**src/rtl/main_fsm_pkg.sv**
```systemverilog
`default_nettype none
// ============================================================================
//  Module      : main_fsm_pkg
//  Description : Shared types and encodings for the multicycle main control
//                FSM: state enum, datapath mux-select encodings, instruction
//                op encodings and the packed control-word struct.
//  Revision    : 1.0  initial release
// ============================================================================
package main_fsm_pkg;

  // Minimum width needed to hold all state encodings.
  localparam int STATE_ENC_W = 4;

  typedef enum logic [STATE_ENC_W-1:0] {
    ST_FETCH    = 4'd0,
    ST_DECODE   = 4'd1,
    ST_MEMADR   = 4'd2,
    ST_MEMRD    = 4'd3,
    ST_MEMWB    = 4'd4,
    ST_MEMWR    = 4'd5,
    ST_EXECUTER = 4'd6,
    ST_EXECUTEI = 4'd7,
    ST_ALUWB    = 4'd8,
    ST_BRANCH   = 4'd9,
    ST_UNKNOWN  = 4'd10
  } state_e;

  // ALU A operand select
  localparam logic [1:0] ALUSRCA_REG    = 2'b00;
  localparam logic [1:0] ALUSRCA_PC     = 2'b01;
  localparam logic [1:0] ALUSRCA_ALUOUT = 2'b10;

  // ALU B operand select
  localparam logic [1:0] ALUSRCB_REG    = 2'b00;
  localparam logic [1:0] ALUSRCB_IMM    = 2'b01;
  localparam logic [1:0] ALUSRCB_FOUR   = 2'b10;

  // Result bus select
  localparam logic [1:0] RESSRC_ALUOUT  = 2'b00;
  localparam logic [1:0] RESSRC_DATA    = 2'b01;
  localparam logic [1:0] RESSRC_ALURES  = 2'b10;

  // Instruction op field Instr[27:26]
  localparam logic [1:0] OP_DP  = 2'b00;
  localparam logic [1:0] OP_MEM = 2'b01;
  localparam logic [1:0] OP_BR  = 2'b10;
  localparam logic [1:0] OP_UND = 2'b11;

  typedef struct packed {
    logic       irwrite;
    logic       adrsrc;
    logic [1:0] alusrca;
    logic [1:0] alusrcb;
    logic [1:0] resultsrc;
    logic       aluop;
    logic       nextpc;
    logic       regw;
    logic       memw;
    logic       branch;
    logic       instrdone;
  } ctrl_t;

endpackage
`default_nettype wire

```
**src/rtl/main_fsm_if.sv**
```systemverilog
`default_nettype none
// ============================================================================
//  Module      : main_fsm_if
//  Description : Controller-to-datapath bundle for the main FSM.
//                master : the FSM (consumes Op/Funct, drives controls)
//                slave  : the decode/condition side (drives Op/Funct,
//                         consumes controls)
//  Signals     : Op[1:0], Funct[5:0] in; IRWrite, AdrSrc, ALUSrcA[1:0],
//                ALUSrcB[1:0], ResultSrc[1:0], ALUOp, NextPC, RegW, MemW,
//                Branch, InstrDone, Illegal out.
//  Revision    : 1.0  initial release
// ============================================================================
interface main_fsm_if;
  logic [1:0] Op;
  logic [5:0] Funct;
  logic       IRWrite;
  logic       AdrSrc;
  logic [1:0] ALUSrcA;
  logic [1:0] ALUSrcB;
  logic [1:0] ResultSrc;
  logic       ALUOp;
  logic       NextPC;
  logic       RegW;
  logic       MemW;
  logic       Branch;
  logic       InstrDone;
  logic       Illegal;

  modport master (
    input  Op, Funct,
    output IRWrite, AdrSrc, ALUSrcA, ALUSrcB, ResultSrc, ALUOp,
           NextPC, RegW, MemW, Branch, InstrDone, Illegal
  );

  modport slave (
    output Op, Funct,
    input  IRWrite, AdrSrc, ALUSrcA, ALUSrcB, ResultSrc, ALUOp,
           NextPC, RegW, MemW, Branch, InstrDone, Illegal
  );
endinterface
`default_nettype wire

```
**src/rtl/flopr.sv**
```systemverilog
`default_nettype none
// ============================================================================
//  Module      : flopr
//  Description : Resettable register, asynchronous active-low clear to 0.
//  Ports       : clk, reset (active-low), d[WIDTH-1:0] in; q[WIDTH-1:0] out.
//  Revision    : 1.0  initial release
// ============================================================================
module flopr #(
  parameter int WIDTH = 8
) (
  input  logic             clk,
  input  logic             reset,
  input  logic [WIDTH-1:0] d,
  output logic [WIDTH-1:0] q
);

  always_ff @(posedge clk or negedge reset) begin
    if (!reset) q <= '0;
    else        q <= d;
  end

endmodule
`default_nettype wire

```
**src/rtl/main_fsm_outdec.sv**
```systemverilog
`default_nettype none
// ============================================================================
//  Module      : main_fsm_outdec
//  Description : Pure combinational state-to-control decode (Moore outputs).
//                Any encoding not in the state list decodes to all zeros.
//  Ports       : i_state (state_e) in; o_ctrl (ctrl_t) out.
//  Revision    : 1.0  initial release
// ============================================================================
module main_fsm_outdec
  import main_fsm_pkg::*;
(
  input  state_e i_state,
  output ctrl_t  o_ctrl
);

  always_comb begin
    o_ctrl = '0;
    case (i_state)
      ST_FETCH: begin
        o_ctrl.irwrite   = 1'b1;
        o_ctrl.nextpc    = 1'b1;
        o_ctrl.alusrca   = ALUSRCA_PC;
        o_ctrl.alusrcb   = ALUSRCB_FOUR;
        o_ctrl.resultsrc = RESSRC_ALURES;
      end
      ST_DECODE: begin
        o_ctrl.alusrca   = ALUSRCA_PC;
        o_ctrl.alusrcb   = ALUSRCB_FOUR;
        o_ctrl.resultsrc = RESSRC_ALURES;
      end
      ST_MEMADR: begin
        o_ctrl.alusrca   = ALUSRCA_REG;
        o_ctrl.alusrcb   = ALUSRCB_IMM;
      end
      ST_MEMRD: begin
        o_ctrl.adrsrc    = 1'b1;
        o_ctrl.resultsrc = RESSRC_ALUOUT;
      end
      ST_MEMWB: begin
        o_ctrl.resultsrc = RESSRC_DATA;
        o_ctrl.regw      = 1'b1;
        o_ctrl.instrdone = 1'b1;
      end
      ST_MEMWR: begin
        o_ctrl.adrsrc    = 1'b1;
        o_ctrl.memw      = 1'b1;
        o_ctrl.instrdone = 1'b1;
      end
      ST_EXECUTER: begin
        o_ctrl.alusrca   = ALUSRCA_REG;
        o_ctrl.alusrcb   = ALUSRCB_REG;
        o_ctrl.aluop     = 1'b1;
      end
      ST_EXECUTEI: begin
        o_ctrl.alusrca   = ALUSRCA_REG;
        o_ctrl.alusrcb   = ALUSRCB_IMM;
        o_ctrl.aluop     = 1'b1;
      end
      ST_ALUWB: begin
        o_ctrl.resultsrc = RESSRC_ALUOUT;
        o_ctrl.regw      = 1'b1;
        o_ctrl.instrdone = 1'b1;
      end
      ST_BRANCH: begin
        o_ctrl.alusrca   = ALUSRCA_ALUOUT;
        o_ctrl.alusrcb   = ALUSRCB_IMM;
        o_ctrl.resultsrc = RESSRC_ALURES;
        o_ctrl.branch    = 1'b1;
        o_ctrl.instrdone = 1'b1;
      end
      ST_UNKNOWN: begin
        o_ctrl.instrdone = 1'b1;
      end
      default: ;
    endcase
  end

endmodule
`default_nettype wire

```
**src/rtl/main_fsm.sv**
```systemverilog
`default_nettype none
// ============================================================================
//  Module      : main_fsm
//  Description : Multicycle main control FSM. Steps each instruction through
//                fetch/decode/execute/memory/writeback and drives the
//                unconditioned strobes (NextPC, RegW, MemW, Branch) plus the
//                datapath mux selects. Moore machine: outputs depend on the
//                state register only (strobes are additionally held low while
//                reset is asserted).
//  Ports       : clk, reset (async, active-low), bus (main_fsm_if.master).
//  Parameters  : STATE_W - state register width, must be >= 4.
//  Config      : MAIN_FSM_ILLEGAL_TRAP_EN - when defined, UNKNOWN is a sink
//                state with Illegal=1 and a single InstrDone pulse on entry;
//                when undefined, UNKNOWN lasts one cycle and Illegal=0.
//  Revision    : 1.0  initial release
// ============================================================================
module main_fsm #(
  parameter int STATE_W = 4
) (
  input  logic         clk,
  input  logic         reset,
  main_fsm_if.master   bus
);
  import main_fsm_pkg::*;

  logic [STATE_W-1:0] r_state;
  logic [STATE_W-1:0] w_state_d;
  logic [3:0]         w_state_low;
  state_e             w_state;
  state_e             w_next;
  ctrl_t              w_ctrl;
  logic               w_done_ok;
  logic [3:0]         w_unused_funct;

  assign w_unused_funct = bus.Funct[4:1];

  flopr #(.WIDTH(STATE_W)) u_state_reg (
    .clk   (clk),
    .reset (reset),
    .d     (w_state_d),
    .q     (r_state)
  );

  // Any set bit above the enum width is a corrupt encoding; map it onto an
  // unused code so it decodes to idle outputs and recovers to FETCH.
  generate
    if (STATE_W > STATE_ENC_W) begin : g_wide_state
      assign w_state_low = (|r_state[STATE_W-1:STATE_ENC_W]) ? 4'hF
                                                             : r_state[3:0];
    end else begin : g_exact_state
      assign w_state_low = r_state[3:0];
    end
  endgenerate

  assign w_state   = state_e'(w_state_low);
  assign w_state_d = STATE_W'(w_next);

  always_comb begin
    w_next = ST_FETCH;
    case (w_state)
      ST_FETCH:  w_next = ST_DECODE;
      ST_DECODE: begin
        case (bus.Op)
          OP_MEM:  w_next = ST_MEMADR;
          OP_DP:   w_next = bus.Funct[5] ? ST_EXECUTEI : ST_EXECUTER;
          OP_BR:   w_next = ST_BRANCH;
          default: w_next = ST_UNKNOWN;
        endcase
      end
      ST_MEMADR:   w_next = bus.Funct[0] ? ST_MEMRD : ST_MEMWR;
      ST_MEMRD:    w_next = ST_MEMWB;
      ST_MEMWB:    w_next = ST_FETCH;
      ST_MEMWR:    w_next = ST_FETCH;
      ST_EXECUTER: w_next = ST_ALUWB;
      ST_EXECUTEI: w_next = ST_ALUWB;
      ST_ALUWB:    w_next = ST_FETCH;
      ST_BRANCH:   w_next = ST_FETCH;
`ifdef MAIN_FSM_ILLEGAL_TRAP_EN
      ST_UNKNOWN:  w_next = ST_UNKNOWN;
`else
      ST_UNKNOWN:  w_next = ST_FETCH;
`endif
      default:     w_next = ST_FETCH;
    endcase
  end

  main_fsm_outdec u_outdec (
    .i_state (w_state),
    .o_ctrl  (w_ctrl)
  );

`ifdef MAIN_FSM_ILLEGAL_TRAP_EN
  // Remembers that the previous cycle was already UNKNOWN, so InstrDone
  // fires only on the entry cycle of the trap.
  logic r_unk_seen;

  always_ff @(posedge clk or negedge reset) begin
    if (!reset) r_unk_seen <= 1'b0;
    else        r_unk_seen <= (w_state == ST_UNKNOWN);
  end

  assign w_done_ok   = !((w_state == ST_UNKNOWN) && r_unk_seen);
  assign bus.Illegal = (w_state == ST_UNKNOWN);
`else
  assign w_done_ok   = 1'b1;
  assign bus.Illegal = 1'b0;
`endif

  // Mux selects come straight from the state (FETCH values during reset);
  // strobes are masked by reset so an aborted instruction drops them at once.
  assign bus.AdrSrc    = w_ctrl.adrsrc;
  assign bus.ALUSrcA   = w_ctrl.alusrca;
  assign bus.ALUSrcB   = w_ctrl.alusrcb;
  assign bus.ResultSrc = w_ctrl.resultsrc;
  assign bus.ALUOp     = w_ctrl.aluop;
  assign bus.IRWrite   = w_ctrl.irwrite   & reset;
  assign bus.NextPC    = w_ctrl.nextpc    & reset;
  assign bus.RegW      = w_ctrl.regw      & reset;
  assign bus.MemW      = w_ctrl.memw      & reset;
  assign bus.Branch    = w_ctrl.branch    & reset;
  assign bus.InstrDone = w_ctrl.instrdone & reset & w_done_ok;

endmodule
`default_nettype wire

```
**src/flat_wrapper.sv**
```systemverilog
// flat-port wrapper written by rule: the top's interface ports become plain ports
module main_fsm_flat import main_fsm_pkg::*;
#(
  parameter int STATE_W = 4
)
  (clk, reset, bus_Op, bus_Funct, bus_IRWrite, bus_AdrSrc, bus_ALUSrcA, bus_ALUSrcB, bus_ResultSrc, bus_ALUOp, bus_NextPC, bus_RegW, bus_MemW, bus_Branch, bus_InstrDone, bus_Illegal);
  main_fsm_if bus_i ();
  input  logic clk;
  input  logic reset;
  input wire logic [$bits(bus_i.Op)-1:0] bus_Op;
  input wire logic [$bits(bus_i.Funct)-1:0] bus_Funct;
  output wire logic [$bits(bus_i.IRWrite)-1:0] bus_IRWrite;
  output wire logic [$bits(bus_i.AdrSrc)-1:0] bus_AdrSrc;
  output wire logic [$bits(bus_i.ALUSrcA)-1:0] bus_ALUSrcA;
  output wire logic [$bits(bus_i.ALUSrcB)-1:0] bus_ALUSrcB;
  output wire logic [$bits(bus_i.ResultSrc)-1:0] bus_ResultSrc;
  output wire logic [$bits(bus_i.ALUOp)-1:0] bus_ALUOp;
  output wire logic [$bits(bus_i.NextPC)-1:0] bus_NextPC;
  output wire logic [$bits(bus_i.RegW)-1:0] bus_RegW;
  output wire logic [$bits(bus_i.MemW)-1:0] bus_MemW;
  output wire logic [$bits(bus_i.Branch)-1:0] bus_Branch;
  output wire logic [$bits(bus_i.InstrDone)-1:0] bus_InstrDone;
  output wire logic [$bits(bus_i.Illegal)-1:0] bus_Illegal;
  assign bus_i.Op = bus_Op;
  assign bus_i.Funct = bus_Funct;
  assign bus_IRWrite = bus_i.IRWrite;
  assign bus_AdrSrc = bus_i.AdrSrc;
  assign bus_ALUSrcA = bus_i.ALUSrcA;
  assign bus_ALUSrcB = bus_i.ALUSrcB;
  assign bus_ResultSrc = bus_i.ResultSrc;
  assign bus_ALUOp = bus_i.ALUOp;
  assign bus_NextPC = bus_i.NextPC;
  assign bus_RegW = bus_i.RegW;
  assign bus_MemW = bus_i.MemW;
  assign bus_Branch = bus_i.Branch;
  assign bus_InstrDone = bus_i.InstrDone;
  assign bus_Illegal = bus_i.Illegal;
  main_fsm #(.STATE_W(STATE_W)) u_core (.clk(clk), .reset(reset), .bus(bus_i));
endmodule
```
**config.mk**
```make
export PLATFORM = sky130hd
export DESIGN_NAME = main_fsm_flat
export DESIGN_NICKNAME = d
export VERILOG_FILES = /design/src/rtl/main_fsm_pkg.sv /design/src/rtl/main_fsm_if.sv /design/src/rtl/flopr.sv /design/src/rtl/main_fsm_outdec.sv /design/src/rtl/main_fsm.sv /design/src/flat_wrapper.sv
export SDC_FILE = /design/constraint.sdc
export NUM_CORES = 1
export LEC_CHECK = 0
export ABC_CLOCK_PERIOD_IN_PS = 2200
export CAP_MARGIN = 25
export CORE_AREA = 2 2 39 41
export DETAILED_ROUTE_END_ITERATION = 12
export DIE_AREA = 0 0 41 43
export GPL_ROUTABILITY_DRIVEN = 0
export PLACE_DENSITY = 0.63
export SLEW_MARGIN = 20
export SYNTH_ARGS = -nofsm -noshare
export SYNTH_HDL_FRONTEND = slang
export SYNTH_SLANG_ARGS = --single-unit
```
**constraint.sdc**
```tcl
create_clock -name clk -period 2.2 [get_ports clk]
set_clock_uncertainty 0.15 [all_clocks]
set_input_delay 0.44 -clock clk [delete_from_list [all_inputs] [get_ports clk]]
set_output_delay 0.44 -clock clk [all_outputs]
set_load 0.02 [all_outputs]
```
==> impl_metrics.yaml <==
clocking:
  htreeDepth: 1
  cts_made_buffers: 3
  cts_tree: "built"
  cts-root-to-sink-buffers: 2
  clk_latency_ns: 0.24
  clock_sinks: 4
  ctsRootBufferMaster: "clkbuf_4"
  cts.reportedPaths.clkPinSlew_ns: 0.04
  post_cts_buffers: 0
  postCtsHoldBufs: 0
critical_path:
  cp.required_ns: 1.61
  path_max_fanout: 3
  end_kind: "primary output"
  critPathLaunch: "reset"
  worst_path_max_delay_cell: "clkdlybuf4s50_1"
  rr_startpoint: "u_core.u_state_reg.q[0]"
  crit_type: "in -> out"
  worstPathCellList: "clkdlybuf4s50_1 -> buf_4 -> nand2_1 -> nor2_1 -> clkdlybuf4s15_1"
  critPathMaxStageDelay_ns: 0.49
  crit_path_start_kind: "input port"
  worstPathArrival_ns: 1.53
sta:
  hold_violations: 0
  fin_hold_ws_ns: 0.472
  finalCriticalPeriod_ns: 2.12
  drv_slew: 0
  setup_viol: 0
  fmax_mhz: 471
  timing.final.crit_share_pct: 96.5
  finalSetupTns_ns: 0
  grt_setup_unrepaired: "no"
layout:
  multiInputGateArea_um2: 221
  n_fill_cell: 155
  n_antenna_cell: 0
  top_register: "u_core.u_state_reg.q"
  largest_reg_flops: 4
  layout-drive-gt1-share_pct: 26.4
  seq_area_um2: 100
  fin_nets: 84
  stdcell_count: 88
  top_regs: "u_core.u_state_reg.q x4"
  area_growth_pct: 71.0
run_status:
  status: "complete, no violations"
min_path:
  hold_path_class: "in -> async"
synthesis:
  syn_inst: 47
  synthMuxAreaShare_pct: 0
  yosysTopAreaCell: "dfrtp_1"
  synth_cell_types: 26
  yosysSeqAreaShare_pct: 28.0
  synth_top_area_share_pct: 28.0
  synth_area_um2: 358
  synth_top_family_by_area: "simple AND/OR/NAND/NOR gates"
  synth-adder-area-share_pct: 0
  synth-compound-area-share_pct: 13.6
  synthSimpleGateAreaFrac_pct: 36.4
  syn-num-nets: 57
  synth_xor_area_share_pct: 7.34
  yosysWarningCount: 0
  synth_area_per_cell_um2: 7.61
  synth_area_leaders: "dfrtp_1 (28%), nand2b_1 (7.0%), nor3_1 (7.0%)"
  ys_ff_latch: 4
floorplanning:
  start_util_pct: 25.9
  core_um2: 1380
  die_w_um: 41
  ioPinCount: 25
  rows: 14
  die-area_um2: 1760
  die-height_um: 43
detailed_routing:
  wl_per_cell_um: 11.3
  vias_per_cell: 4.73
  wirelength_um: 992
  drc: 0
  drt_pass1_iterations: 4
  drt_iter0_markers: 4
  antenna_left: 0
  detailroute.via_count: 416
grt:
  grt_pass1_wl_mm: 1.51
  antenna_found_initial: 0
  grt_start_max_net_pins: 12
  first_global_vias: 367
  track_usage_pct: 12.8
  overflow: 0
placement:
  place_hpwl_um: 720
  dp_cells: 85
  port_buffers: 19
flow_run:
  max_cap_viol_count: 0
power:
  vdd_drop_max_uv: 509
  p_per_area_nw_per_um2: 1630
  p_leak_uw: 0.000303
## power breakdown
| group | internal, µW | switching, µW |
|---|---|---|
| logic | 339 | 427 |
| registers | 109 | 28.6 |
| clock network | 61.1 | 31.7 |
| total | 509 | 487 |
## layout by cell type (no fill, tap or decap), drive strengths merged, types with 3 or more instances in the layout
master	instances
nor3	6
clkdlybuf4s50	5
buf	9
dlygate4sd2	9
clkdlybuf4s15	3
nand2b	4
nor2	5
inv	3
dfrtp	4
clkbuf	5
## cells by family after synthesis
| logic type | after synthesis |
|---|---|
| AOI/OAI and AO/OA | 7 |
| xor gates and xnor gates | 3 |
| buffers and inverters | 9 |
| DFF | 4 |
| other | 1 |
| and+or+nand+nor | 23 |
## through the flow
| stage | area (µm²) | power [µW] | utilization (%) | setup WS (ns) |
|---|---|---|---|---|
| final | 612 | 996 | 44.2 | 0.0769 |
| after global placement | 598 | 958 | 43.2 | -0.254 |
| after floorplan | 358 | 627 | - | 0.157 |
| after CTS | 603 | 973 | 43.6 | 0.0285 |
| after global routing | 612 | 1090 | 44.2 | 0.00868 |
| after detailed placement | 598 | 963 | 43.2 | -0.273 |
## critical path, delay by kind of cell
family | cells | cell delay, ns
buffers and inverters | 3 | 0.93
AND/OR/NAND/NOR | 2 | 0.16
## what timing repair did
action / 4_1_cts / 5_1_grt
setup endpoints to repair: 14 / 6
resized for setup: 14 / 11
endpoints found under the hold margin: 0 / 0
## worst paths after layout
check	endpoint	slack [ns]	depth (start not counted)
setup / recovery	bus_Branch	0.08	5
hold / removal	u_core.u_state_reg.q[0]	0.47	3
setup reg to reg	u_core.u_state_reg.q[1]	0.83	5
hold reg to reg	u_core.u_state_reg.q[2]	0.49	2
max in group asynchronous	u_core.u_state_reg.q[2]	1.32	3
min in group clk	u_core.u_state_reg.q[2]	0.49	2
## metal layers
layer,part of all wire (%),vias to the layer above,GRT usage (%)
li1,-,204,-
met1,41,191,15.1
met2,52,21,19.7
met3,7.5,0,1.57
met4,0,0,10.0
met5,0,-,0
## synth_stat cells, drive strengths merged
| master | instances |
|---|---|
| a211oi | 1 |
| a21oi | 1 |
| a22oi | 1 |
| and2 | 1 |
| and2b | 1 |
| buf | 6 |
| conb | 1 |
| dfrtp | 4 |
| inv | 3 |
| nand2 | 2 |
| nand2b | 4 |
| nand3 | 1 |
| nand3b | 1 |
| nor2 | 5 |
| nor2b | 1 |
| nor3 | 6 |
| o21ai | 1 |
| o22ai | 1 |
| o31ai | 1 |
| o32a | 1 |
| or3 | 1 |
| xnor2 | 2 |
| xor2 | 1 |
## final cells by class
class                   instances  share of cell area (%)
inverters                       3                    1.84
multi-input cells              34                    36.2
well taps                      16                    3.27
repair buffers                 28                    38.7
clock buffers                   3                    3.68
flip-flops and latches          4                    16.4
Power figures use the tool's default switching activity.
